## src/rtl/demux3_stream_if.sv

```systemverilog
// Stream bundle for the 1-to-3 demultiplexer: one producer side and
// three consumer channels, plus the illegal-select counter.
//   D/S/VALID_IN/READY_IN : producer handshake (word and destination)
//   YA..YC/VA..VC/RA..RC  : consumer channels A, B, C
//   ERR_CNT               : saturating count of accepted words with S=11
interface demux3_stream_if #(
    parameter int WIDTH = 1,
    parameter int ERRW  = 8
);
    logic [WIDTH-1:0] D;
    logic [1:0]       S;
    logic             VALID_IN;
    logic             READY_IN;

    logic [WIDTH-1:0] YA;
    logic [WIDTH-1:0] YB;
    logic [WIDTH-1:0] YC;
    logic             VA;
    logic             VB;
    logic             VC;
    logic             RA;
    logic             RB;
    logic             RC;

    logic [ERRW-1:0]  ERR_CNT;

    // Environment side: producer plus the three consumers.
    modport master (
        output D,
        output S,
        output VALID_IN,
        input  READY_IN,
        input  YA,
        input  YB,
        input  YC,
        input  VA,
        input  VB,
        input  VC,
        output RA,
        output RB,
        output RC,
        input  ERR_CNT
    );

    // Demultiplexer side.
    modport slave (
        input  D,
        input  S,
        input  VALID_IN,
        output READY_IN,
        output YA,
        output YB,
        output YC,
        output VA,
        output VB,
        output VC,
        input  RA,
        input  RB,
        input  RC,
        output ERR_CNT
    );
endinterface

```

## src/rtl/demux3_stream.sv

```systemverilog
// Registered 1-to-3 stream demultiplexer with a single-entry buffer.
// Ports: clk, reset_n (async, active-low), bus (demux3_stream_if.slave).
module demux3_stream #(
    parameter int WIDTH = 1,
    parameter int ERRW  = 8
) (
    input  logic            clk,
    input  logic            reset_n,
    demux3_stream_if.slave  bus
);

    localparam logic [1:0] DEST_A   = 2'b00;
    localparam logic [1:0] DEST_B   = 2'b01;
    localparam logic [1:0] DEST_C   = 2'b10;
    localparam logic [1:0] DEST_BAD = 2'b11;

    typedef enum logic {
        EMPTY = 1'b0,
        HOLD  = 1'b1
    } state_t;

    state_t           state_q;
    state_t           state_d;
    logic [WIDTH-1:0] data_q;
    logic [WIDTH-1:0] data_d;
    logic [1:0]       dest_q;
    logic [1:0]       dest_d;
    logic [ERRW-1:0]  err_q;
    logic [ERRW-1:0]  err_d;

    logic full;
    logic sel_a;
    logic sel_b;
    logic sel_c;
    logic dest_ready;
    logic drain;
    logic ready;
    logic acc;
    logic legal;
    logic illegal;
    logic err_max;

    // Destination decode of the buffered word.
    assign full  = (state_q == HOLD);
    assign sel_a = (dest_q == DEST_A);
    assign sel_b = (dest_q == DEST_B);
    assign sel_c = (dest_q == DEST_C);

    // Only the addressed consumer can release the buffer; the others'
    // ready inputs never reach the handshake.
    always_comb begin
        dest_ready = 1'b0;
        unique case (1'b1)
            sel_a:   dest_ready = bus.RA;
            sel_b:   dest_ready = bus.RB;
            sel_c:   dest_ready = bus.RC;
            default: dest_ready = 1'b0;
        endcase
    end

    // READY_IN depends on the consumer readies and buffer state only,
    // never on VALID_IN, so it can be chained without loops.
    assign drain   = full & dest_ready;
    assign ready   = ~full | drain;
    assign acc     = bus.VALID_IN & ready;
    assign legal   = acc & (bus.S != DEST_BAD);
    assign illegal = acc & (bus.S == DEST_BAD);
    assign err_max = &err_q;

    // Next state, buffer load and error counting.
    always_comb begin
        state_d = state_q;
        data_d  = data_q;
        dest_d  = dest_q;
        err_d   = err_q;

        unique case (state_q)
            EMPTY: begin
                if (legal) begin
                    state_d = HOLD;
                end
            end
            HOLD: begin
                // Drain with a legal accept refills in place.
                if (drain && !legal) begin
                    state_d = EMPTY;
                end
            end
            default: state_d = EMPTY;
        endcase

        if (legal) begin
            data_d = bus.D;
            dest_d = bus.S;
        end

        // Illegal words are swallowed; the counter sticks at all-ones.
        if (illegal && !err_max) begin
            err_d = err_q + ERRW'(1);
        end
    end

    always_ff @(posedge clk or negedge reset_n) begin
        if (!reset_n) begin
            state_q <= EMPTY;
            data_q  <= '0;
            dest_q  <= DEST_A;
            err_q   <= '0;
        end else begin
            state_q <= state_d;
            data_q  <= data_d;
            dest_q  <= dest_d;
            err_q   <= err_d;
        end
    end

    // Non-addressed channels are held at zero.
    assign bus.READY_IN = ready;

    assign bus.VA = full & sel_a;
    assign bus.VB = full & sel_b;
    assign bus.VC = full & sel_c;

    assign bus.YA = sel_a ? data_q : '0;
    assign bus.YB = sel_b ? data_q : '0;
    assign bus.YC = sel_c ? data_q : '0;

    assign bus.ERR_CNT = err_q;

endmodule

```

## src/flat_wrapper.sv

```systemverilog
// flat-port wrapper written by rule: the top's interface ports become plain ports
module demux3_stream_flat 
#(
    parameter int WIDTH = 1,
    parameter int ERRW  = 8
)
  (clk, reset_n, bus_D, bus_S, bus_VALID_IN, bus_READY_IN, bus_YA, bus_YB, bus_YC, bus_VA, bus_VB, bus_VC, bus_RA, bus_RB, bus_RC, bus_ERR_CNT);
  demux3_stream_if #(.WIDTH(WIDTH), .ERRW(ERRW)) bus_i ();
  input  logic clk;
  input  logic reset_n;
  input wire logic [$bits(bus_i.D)-1:0] bus_D;
  input wire logic [$bits(bus_i.S)-1:0] bus_S;
  input wire logic [$bits(bus_i.VALID_IN)-1:0] bus_VALID_IN;
  output wire logic [$bits(bus_i.READY_IN)-1:0] bus_READY_IN;
  output wire logic [$bits(bus_i.YA)-1:0] bus_YA;
  output wire logic [$bits(bus_i.YB)-1:0] bus_YB;
  output wire logic [$bits(bus_i.YC)-1:0] bus_YC;
  output wire logic [$bits(bus_i.VA)-1:0] bus_VA;
  output wire logic [$bits(bus_i.VB)-1:0] bus_VB;
  output wire logic [$bits(bus_i.VC)-1:0] bus_VC;
  input wire logic [$bits(bus_i.RA)-1:0] bus_RA;
  input wire logic [$bits(bus_i.RB)-1:0] bus_RB;
  input wire logic [$bits(bus_i.RC)-1:0] bus_RC;
  output wire logic [$bits(bus_i.ERR_CNT)-1:0] bus_ERR_CNT;
  assign bus_i.D = bus_D;
  assign bus_i.S = bus_S;
  assign bus_i.VALID_IN = bus_VALID_IN;
  assign bus_READY_IN = bus_i.READY_IN;
  assign bus_YA = bus_i.YA;
  assign bus_YB = bus_i.YB;
  assign bus_YC = bus_i.YC;
  assign bus_VA = bus_i.VA;
  assign bus_VB = bus_i.VB;
  assign bus_VC = bus_i.VC;
  assign bus_i.RA = bus_RA;
  assign bus_i.RB = bus_RB;
  assign bus_i.RC = bus_RC;
  assign bus_ERR_CNT = bus_i.ERR_CNT;
  demux3_stream #(.WIDTH(WIDTH), .ERRW(ERRW)) u_core (.clk(clk), .reset_n(reset_n), .bus(bus_i));
endmodule
```

## config.mk

```make
export PLATFORM = sky130hd
export DESIGN_NAME = demux3_stream_flat
export DESIGN_NICKNAME = d
export VERILOG_FILES = /design/src/rtl/demux3_stream_if.sv /design/src/rtl/demux3_stream.sv /design/src/flat_wrapper.sv
export SDC_FILE = /design/constraint.sdc
export NUM_CORES = 1
export LEC_CHECK = 0
export CAP_MARGIN = 0
export CELL_PAD_IN_SITES_DETAIL_PLACEMENT = 1
export CELL_PAD_IN_SITES_GLOBAL_PLACEMENT = 1
export CORE_ASPECT_RATIO = 0.75
export CORE_MARGIN = 2
export CORE_UTILIZATION = 34
export DETAILED_ROUTE_END_ITERATION = 10
export PLACE_DENSITY_LB_ADDON = 0.25
export SYNTH_ARGS = -nofsm -noshare
export SYNTH_HDL_FRONTEND = slang
export SYNTH_SLANG_ARGS = --single-unit
```

## constraint.sdc

```tcl
create_clock -name clk -period 1.8 [get_ports clk]
set_input_delay 0.54 -clock clk [delete_from_list [all_inputs] [get_ports clk]]
set_output_delay 0.54 -clock clk [all_outputs]
set_load 0.01 [all_outputs]
```

# After elaboration in Yosys (flattened, before gate mapping)
# Index checks and enable logic that the tools add are counted.
[totals] reg_bits=12 input_bits=9 out_inout_bits=15
[op_classes] addsub=1 eq_ne=4 n_mux=7 bitwise_logic=9 reduce_logical=6
[op_table] op="adder 8 x 1 -> 8 bit (second input constant)" count=1
[op_table] op="AND reduction 8 bit" count=1
[op_table] op="bitwise AND 1 bit" count=7
[op_table] op="2-to-1 mux 1 bit" count=5
[op_table] op="== test 2 bit (second input constant)" count=2
[op_table] op="one-hot mux 1 bit (3 select lines)" count=1
[op_table] op="== test 2 x 1 -> 1 bit (second input constant)" count=1
[op_table] op="logical AND 1 bit" count=2
[op_table] op="logical NOT 1 bit" count=2
[op_table] op="logical NOT 2 bit" count=1
[op_table] op="inequality test 2 bit (second input constant)" count=1
[op_table] op="one-hot mux 1 bit (2 select lines)" count=1
[op_table] op="NOT 1 bit" count=1
[op_table] op="OR 1 bit" count=1

# Logic depth before layout (Yosys ltp)
[logic_depth] depth_word=10 depth_mapped=5

# Worst setup path before layout
# Ideal clock, no wire load.
[synth_timing] path_kind="in2reg" startpoint="input bus_RA" endpoint="register u_core.err_q[6], in the netlist u_core.bus.ERR_CNT[6]" setup_time_ns=0.125 arrival_time_ns=1.561 required_time_ns=1.675 setup_slack_ns=0.114 path_stages=5 path_buffers=1 path_cell_list="mux2_4 o221ai_2 buf_6 nor4_4 mux2_4"
[synth_between] elab_chain_cells=6
[synth_rtl] element="start, declared" line="flat_wrapper.sv:21" text="input wire logic [$bits(bus_i.RA)-1:0] bus_RA;"
[synth_rtl] element="one-hot mux 1 bit (3 select lines)" line="demux3_stream.sv:53" text="unique case (1'b1)"
[synth_rtl] element="bitwise AND 1 bit" line="demux3_stream.sv:63" text="assign drain = full & dest_ready;"
[synth_rtl] element="OR 1 bit" line="demux3_stream.sv:64" text="assign ready = ~full | drain;"
[synth_rtl] element="bitwise AND 1 bit" line="demux3_stream.sv:65" text="assign acc = bus.VALID_IN & ready;"
[synth_rtl] element="bitwise AND 1 bit" line="demux3_stream.sv:67" text="assign illegal = acc & (bus.S == DEST_BAD);"
[synth_rtl] element="logical AND 1 bit" line="demux3_stream.sv:98" text="if (illegal && !err_max) begin"
[synth_rtl] element="end signal, assigned" line="demux3_stream.sv:113" text="err_q <= err_d;"
[synth_rtl] element="end, declared" line="demux3_stream.sv:28" text="logic [ERRW-1:0] err_q;"
# No other way between the ends.
# A chain may end at the register's enable or synchronous reset.

# Worst setup path in the final report
[layout_timing] startpoint="register u_core.dest_q[1]" endpoint="output bus_READY_IN"
[layout_between] elab_chain_cells=4 word_cells_on_any_way=6 classes_between="2 x eq/ne; 1 x mux; 2 x bitwise; 1 x reduce/logical"
[layout_rtl] element="start, declared" line="demux3_stream.sv:26" text="logic [1:0] dest_q;"
[layout_rtl] element="start signal, assigned" line="demux3_stream.sv:112" text="dest_q <= dest_d;"
[layout_rtl] element="== test 2 bit, or another cell as far along" line="demux3_stream.sv:47" text="assign sel_c = (dest_q == DEST_C);"
[layout_rtl] element="one-hot mux 1 bit (3 select lines) *" line="demux3_stream.sv:53"
[layout_rtl] element="bitwise AND 1 bit *" line="demux3_stream.sv:63"
[layout_rtl] element="OR 1 bit *" line="demux3_stream.sv:64"
[layout_rtl] element="end, declared" line="flat_wrapper.sv:14" text="output wire logic [$bits(bus_i.READY_IN)-1:0] bus_READY_IN;"
# Every way passes the cells marked *; elsewhere a longest branch is shown, timed or not.

==> impl_metrics.env <==
export IMPL_cts_htree_levels=1
export IMPL_clock_latency_ps=280
export IMPL_cp_end_kind="output port"
export IMPL_post_place_ws_ps=-630
export IMPL_p_per_area_nw_per_um2=1320
export IMPL_fin_hold_ws_ps=529
export IMPL_final_common_cell="buf_4"
export IMPL_ys_warn_count=0
export IMPL_start_util_pct=36.3
export IMPL_ys_seq_elements=12
export IMPL_dieArea_sq_um=2540
export IMPL_drt_pass1_iter_count=4
export IMPL_final_cell_mix="buf_4 (19), clkdlybuf4s50_1 (11), dfrtp_1 (9)"
export IMPL_fin_skew_ps=5.89
export IMPL_peakVddDrop_mv=0.737
export IMPL_max_freq_ghz=0.495
export IMPL_grt_pass1_wl_mm=3.77
export IMPL_grt_max_degree=13
export IMPL_finalSetupTns_ps=-322
export IMPL_fin_crit_sh_pct=112
export IMPL_die_w_microns=57.5
export IMPL_switching_share_pct=37.1
export IMPL_startpoint_type="flop"
export IMPL_nNetsFinal=126
export IMPL_synth_top_cell_area_share_pct=41.1
export IMPL_crit_fanout=2
export IMPL_synth_top_area_cell="dfrtp_1"
export IMPL_drtIter0Drc=2
export IMPL_p_comb_share_pct=60.6
export IMPL_hold_violations=0
export IMPL_ys_types=27
export IMPL_max_cap_viol_count=0
export IMPL_seqPwrFrac_pct=26.2
export IMPL_multi_input_area_sq_um=445
export IMPL_syn2layout_area_growth_pct=72.4
export IMPL_die_h_microns=44.2
export IMPL_rr_startpoint="u_core.dest_q[1]$_DFFE_PN0P_"
export IMPL_placed_area_sq_um=1100
export IMPL_numCtsBuffers=3
export IMPL_n_antenna_cell=0
export IMPL_min_from="u_core.bus.ERR_CNT[7]$_DFFE_PN0P_"
export IMPL_switchingPower_uw=617
export IMPL_avgSynthCellArea_sq_um=11.6
export IMPL_ios=24
export IMPL_crit_required_ps=1260
export IMPL_max_slew_margin_pct=83.1
export IMPL_overflow=0
export IMPL_drv_slew=0
export IMPL_viasPerCell=4.94
export IMPL_ys_seq_area_share_pct=41.1
export IMPL_final_cell_area_sq_um=1260
export IMPL_hold_path_class="flop to flop"
export IMPL_root_buffer="clkbuf_4"
export IMPL_wl_per_cell_microns=16.3
export IMPL_synth_cells=63
export IMPL_seq_area_sq_um=304
export IMPL_coreArea_sq_um=2010
export IMPL_port_buffers=23
export IMPL_gp_congestion=0.697
export IMPL_synth_nets=73
export IMPL_setup_ws_ps=-219
export IMPL_worstMarginPinSlew_ps=251
export IMPL_rsz0062_at_grt="yes"
export IMPL_violations="negative setup slack"
export IMPL_cts_sinks=12
export IMPL_leakagePower_nw=0.601
export IMPL_critical_path_class="flop to output port"
export IMPL_p_int_mw=1.04
export IMPL_clk_pin_slew_worst_paths_ps=80
export IMPL_vias=687
export IMPL_wl_mm=2.27
export IMPL_cts_max_path_buffers=2
export IMPL_crit_path_start="u_core.dest_q[1]$_DFFE_PN0P_"
export IMPL_antenna_found_initial=0
export IMPL_ant_nets=0
export IMPL_grt_pass1_vias=811
export IMPL_status="finished, violations left"
export IMPL_setup_viol=9
export IMPL_postCtsHoldBufs=0
export IMPL_syn_area_sq_um=731
export IMPL_n_fill_cell=234
export IMPL_cts_tree="built"
export IMPL_period_needed_ps=2020
export IMPL_num_rows=14
export IMPL_p_clk_share_pct=13.2
export IMPL_hpwl_mm=1.56
export IMPL_grtUsageTotal_pct=20.3
export IMPL_synth_area_leaders="dfrtp_1 (41%), nor4_4 (8.7%), xor2_1 (7.2%)"
export IMPL_drive_above_1_share_pct=48.7
export IMPL_crit_arrival_ps=1480
export IMPL_route_detailed_drc=0
Yosys cell counts:
master,instances
nor4b_4,1
mux2i_1,1
nand2_1,7
inv_1,1
nand3b_1,1
a21oi_1,1
buf_6,1
nor4_4,3
nand3_1,4
mux2_2,1
mux2_4,3
dfrtp_1,12
xor2_1,6
nor2_1,5
and3_1,2
and2b_2,1
nor2_2,1
nor3_1,2
a21oi_2,1
o22a_2,1
o221ai_2,1
or2_2,1
nand2b_1,2
nor3b_1,1
nor4b_2,1
nand4_1,1
ha_1,1
stage by stage:
step	util, %	power [mW]	instances
finish	62.5	1.66	139
global route	62.5	1.78	139
CTS	60.2	1.59	135
detailed placement	54.6	1.27	125
global placement	54.6	1.24	125
floorplan	-	0.826	63
layout make-up:
class | count | share of cell area, %
inverters | 1 | 0.298
multi-input cells | 49 | 35.4
flip-flops and latches | 12 | 24.1
clock buffers | 4 | 2.88
well taps | 24 | 2.38
repair buffers | 49 | 35.0
final timing paths:
kind                                                      to  slack, ps  cells past startpoint
min in group asynchronous       u_core.dest_q[1]$_DFFE_PN0P_        550                      2
max                                             bus_READY_IN       -220                      5
max in group asynchronous  u_core.bus.ERR_CNT[2]$_DFFE_PN0P_       1060                      2
max reg2reg                u_core.bus.ERR_CNT[6]$_DFFE_PN0P_        -40                      7
min reg2reg                u_core.bus.ERR_CNT[7]$_DFFE_PN0P_        530                      1
min                        u_core.bus.ERR_CNT[7]$_DFFE_PN0P_        530                      1
kinds of logic after synthesis:
logic type / Yosys count / share of synthesized area, %
buf+inv: 2 / 2.05
mux: 5 / 9.07
xor+xnor: 6 / 7.19
fa+ha+maj: 1 / 1.71
flops: 12 / 41.1
compound gates: 4 / 5.31
simple gates: 33 / 33.6
critical path: stages, from the launching register on:
cell and delay [ps]:
dfrtp_1 400, buf_6 130, mux2_4 300, mux2i_1 130, nand2_1 110, buf_6 130
layer usage:
| metal | track usage [%] | share of wire, % |
|---|---|---|
| met1 | 24.3 | 43 |
| met2 | 35.2 | 52 |
| met3 | 7.02 | 4.6 |
| met4 | 5.58 | 0.62 |
| met5 | 0 | 0 |
repair_timing:
item | CTS | global route
resized for setup | 34 | 10
setup endpoints to repair | 19 | 22
pin swaps | 11 | 6
hold endpoints to repair | 0 | 0
setup buffers | 6 | 5
registers in the layout, summed over array words and instances (netlist names):
register and count:
u_core.data_q 1, u_core.full 1, u_core.bus.ERR_CNT 8, u_core.dest_q 2
power groups by stage:
stage               Sequential (mW)  Combinational (mW)  Clock [mW]
finish                        0.434                1.01       0.220
detailed placement            0.479               0.786           0
floorplan                     0.477               0.349           0
global placement              0.473               0.765           0
CTS                           0.447               0.914       0.228
global route                  0.445                1.10       0.240
Note: power is estimated with default switching activity, not from simulation.
==> RTL edit, RTL diff (same flow settings) <==
Reset style: synchronous (`reset_n`), changed in one clocked block. Comments in the files are not updated.
--- a/src/rtl/demux3_stream.sv
+++ b/src/rtl/demux3_stream.sv
@@ -102,3 +102,3 @@
 
-    always_ff @(posedge clk or negedge reset_n) begin
+    always_ff @(posedge clk) begin
         if (!reset_n) begin
Check against the original RTL: differs if reset_n is asserted again (counterexample within 4 cycles, from zero or initial values and one cycle with reset_n low); with reset_n held inactive, the same outputs for 10 cycles.
==> RTL edit against the unedited design <==
The run still ends with setup timing left. Maximum frequency rose by 6.5%. Sequential cell count did not move. Synthesized area down 1.7%. Via count up 19%. Wire length up 16%. Worst setup slack gained 120 ps. Register-to-register slack gained 60 ps. Design area fell by 4.5%.
Power is not compared: it rests on default switching activity, and its combinational part moved more than twofold at a synthesized area within 25%.
==> RTL edit: results <==
run_status:
  outcome: "finished with violations"
  violations_in_the_final_reports: "setup timing"
yosys:
  synth-warning-count: 0
  synth_seq_area_share_pct: 33.4
  ys_top_cells_by_area: "sky130_fd_sc_hd__dfxtp_1 33%, sky130_fd_sc_hd__mux2i_1 8.4%, sky130_fd_sc_hd__nand2_1 8.4%"
  post_synth_most_frequent_cells: "16 x sky130_fd_sc_hd__nand2_1, 12 x sky130_fd_sc_hd__dfxtp_1, 6 x sky130_fd_sc_hd__mux2i_1"
  syn_nets: 96
  postSynth.asyncResetShare_pct: 0
  synthDistinctLibCells: 32
timing:
  final_critical_path_setup_slack_ps: -96.0
  fin_setup_tns_ps: -96.0
  setup-violations-final: 1
  maxSlewHeadroom_pct: 64.7
  final.setup_skew_ps: 13.5
clock_tree:
  clockBufferDepth: 2
  insertion_delay_ps: 290
  numCtsBuffers: 3
  ctsHtreeMaxLevel: 1
  cts.clk_slew.worst_paths_ps: 90
  cts-root-buf: "sky130_fd_sc_hd__clkbuf_4"
critical_path:
  path_delay_family: "simple AND/OR/NAND/NOR gates"
  r2r_slack_ps: 20
  critPathCapture: "bus_READY_IN"
  path_max_fanout: 5
  r2r-end: "u_core.bus.ERR_CNT[5]"
  slowest_delay_ps: 350
  worstRegToRegCells: 8
  critical_path.slowest_cell: "sky130_fd_sc_hd__dfxtp_2"
  worst-endpoint-arrival_ps: 1360
  criticalPathCategory: "flop to output pin"
  worstReg2RegStart: "u_core.dest_q[1]"
global_routing:
  first_global_vias: 852
  antenna_found_initial: 0
  largest_net_degree_at_the_start_of_global_routing: 19
  global_route_wire_length_before_repair_microns: 4150
  track_usage_pct: 22.0
power_and_ir_drop:
  power.static_leakage_uw: 0.000495
  netSwitchingPower_uw: 188
  max-vdd-ir-drop_mv: 0.439
place:
  port_buffers: 23
  post-place-ws_ps: -783
  total_half_perimeter_wirelength_after_legalization_and_detailed_placement_microns: 1670
  gp_routability_congestion: 0.774
route:
  drtIter0Drc: 23
  viasPerCell: 5.57
  drt_pass1_iterations: 4
  dr_wl_cell_microns: 17.9
finish:
  largest_register_ffs: 8
  diodes_inserted: 0
  fill_cells: 230
  num-nets-final: 134
  drive_above_1_share_pct: 43.9
worst_hold_path:
  hold_path.class: "flop to flop"
  hold-path-cell-count: 2
[RTL edit: cell count changes in the layout (fill, tap and decap cells not counted), sizes merged, moves of 3 or more]
cell,change
dfrtp,-12
dfxtp,+12
buf,-10
nand2,+9
xor2,-6
mux2i,+5
inv,+4
clkbuf,+3
clkdlybuf4s15,-3
mux2,-3
o31ai,+3
[RTL edit: worst min-delay path by stage]
stage / startpoint / end / slack, ps
6_report: u_core.data_q / u_core.data_q / 500
3_3_place_gp: u_core.data_q / u_core.data_q / 460
5_1_grt: u_core.data_q / u_core.data_q / 500
3_5_place_dp: u_core.data_q / u_core.data_q / 480
2_1_floorplan: u_core.data_q / u_core.data_q / 450
4_1_cts: u_core.data_q / u_core.data_q / 490
[RTL edit: timing repair]
action	4_1_cts	5_1_grt
setup endpoints to repair	24	17
buffers inserted	1	1
resized for setup	38	25
gates cloned	1	0
pin swaps	3	4
[RTL edit: cell type report]
| cell class | instances | share of cell area (%) |
|---|---|---|
| repair buffers | 37 | 29.3 |
| clock buffers | 4 | 3.01 |
| multi-input cells | 65 | 42.4 |
| flip-flops and latches | 12 | 21.2 |
| well taps | 24 | 2.49 |
| inverters | 5 | 1.56 |
[RTL edit: worst reg2reg max path, cell delays in order, from the launching register on]
cell and delay [ps]:
sky130_fd_sc_hd__dfxtp_2 340, sky130_fd_sc_hd__buf_4 150, sky130_fd_sc_hd__and2b_2 230, sky130_fd_sc_hd__buf_6 100, sky130_fd_sc_hd__o221ai_4 120, sky130_fd_sc_hd__buf_12 160
sky130_fd_sc_hd__buf_16 130, sky130_fd_sc_hd__nor4_4 280, sky130_fd_sc_hd__mux2i_1 210
[RTL edit: per-layer routing]
layer,GRT usage (%),wire length [microns]
met1,26.4,1130
met2,39.1,1330
met3,6.87,109
met4,4.65,61
met5,0,0
[RTL edit: through the flow]
step           cell area [sq um]  cells  power (uW)  hold slack, ps
3_5_place_dp                1050    140         416             479
6_report                    1200    147         674             496
3_3_place_gp                1050    140         410             463
4_1_cts                     1140    146         661             492
5_1_grt                     1200    147         706             503
2_1_floorplan                718     86         343             447
[RTL edit: cells by family after synthesis]
kind of cell | synth area share, %
muxes | 10.5
DFF | 33.4
AOI/OAI and AO/OA | 15.3
and+or+nand+nor | 33.1
adders and majority gates | 1.74
buffers and inverters | 5.92
[RTL edit: power groups by stage]
stage	registers (uW)	clock network, uW	logic (uW)
2_1_floorplan	286	0	57.2
3_3_place_gp	289	0	121
3_5_place_dp	290	0	125
4_1_cts	285	231	144
5_1_grt	286	248	172
6_report	285	227	161
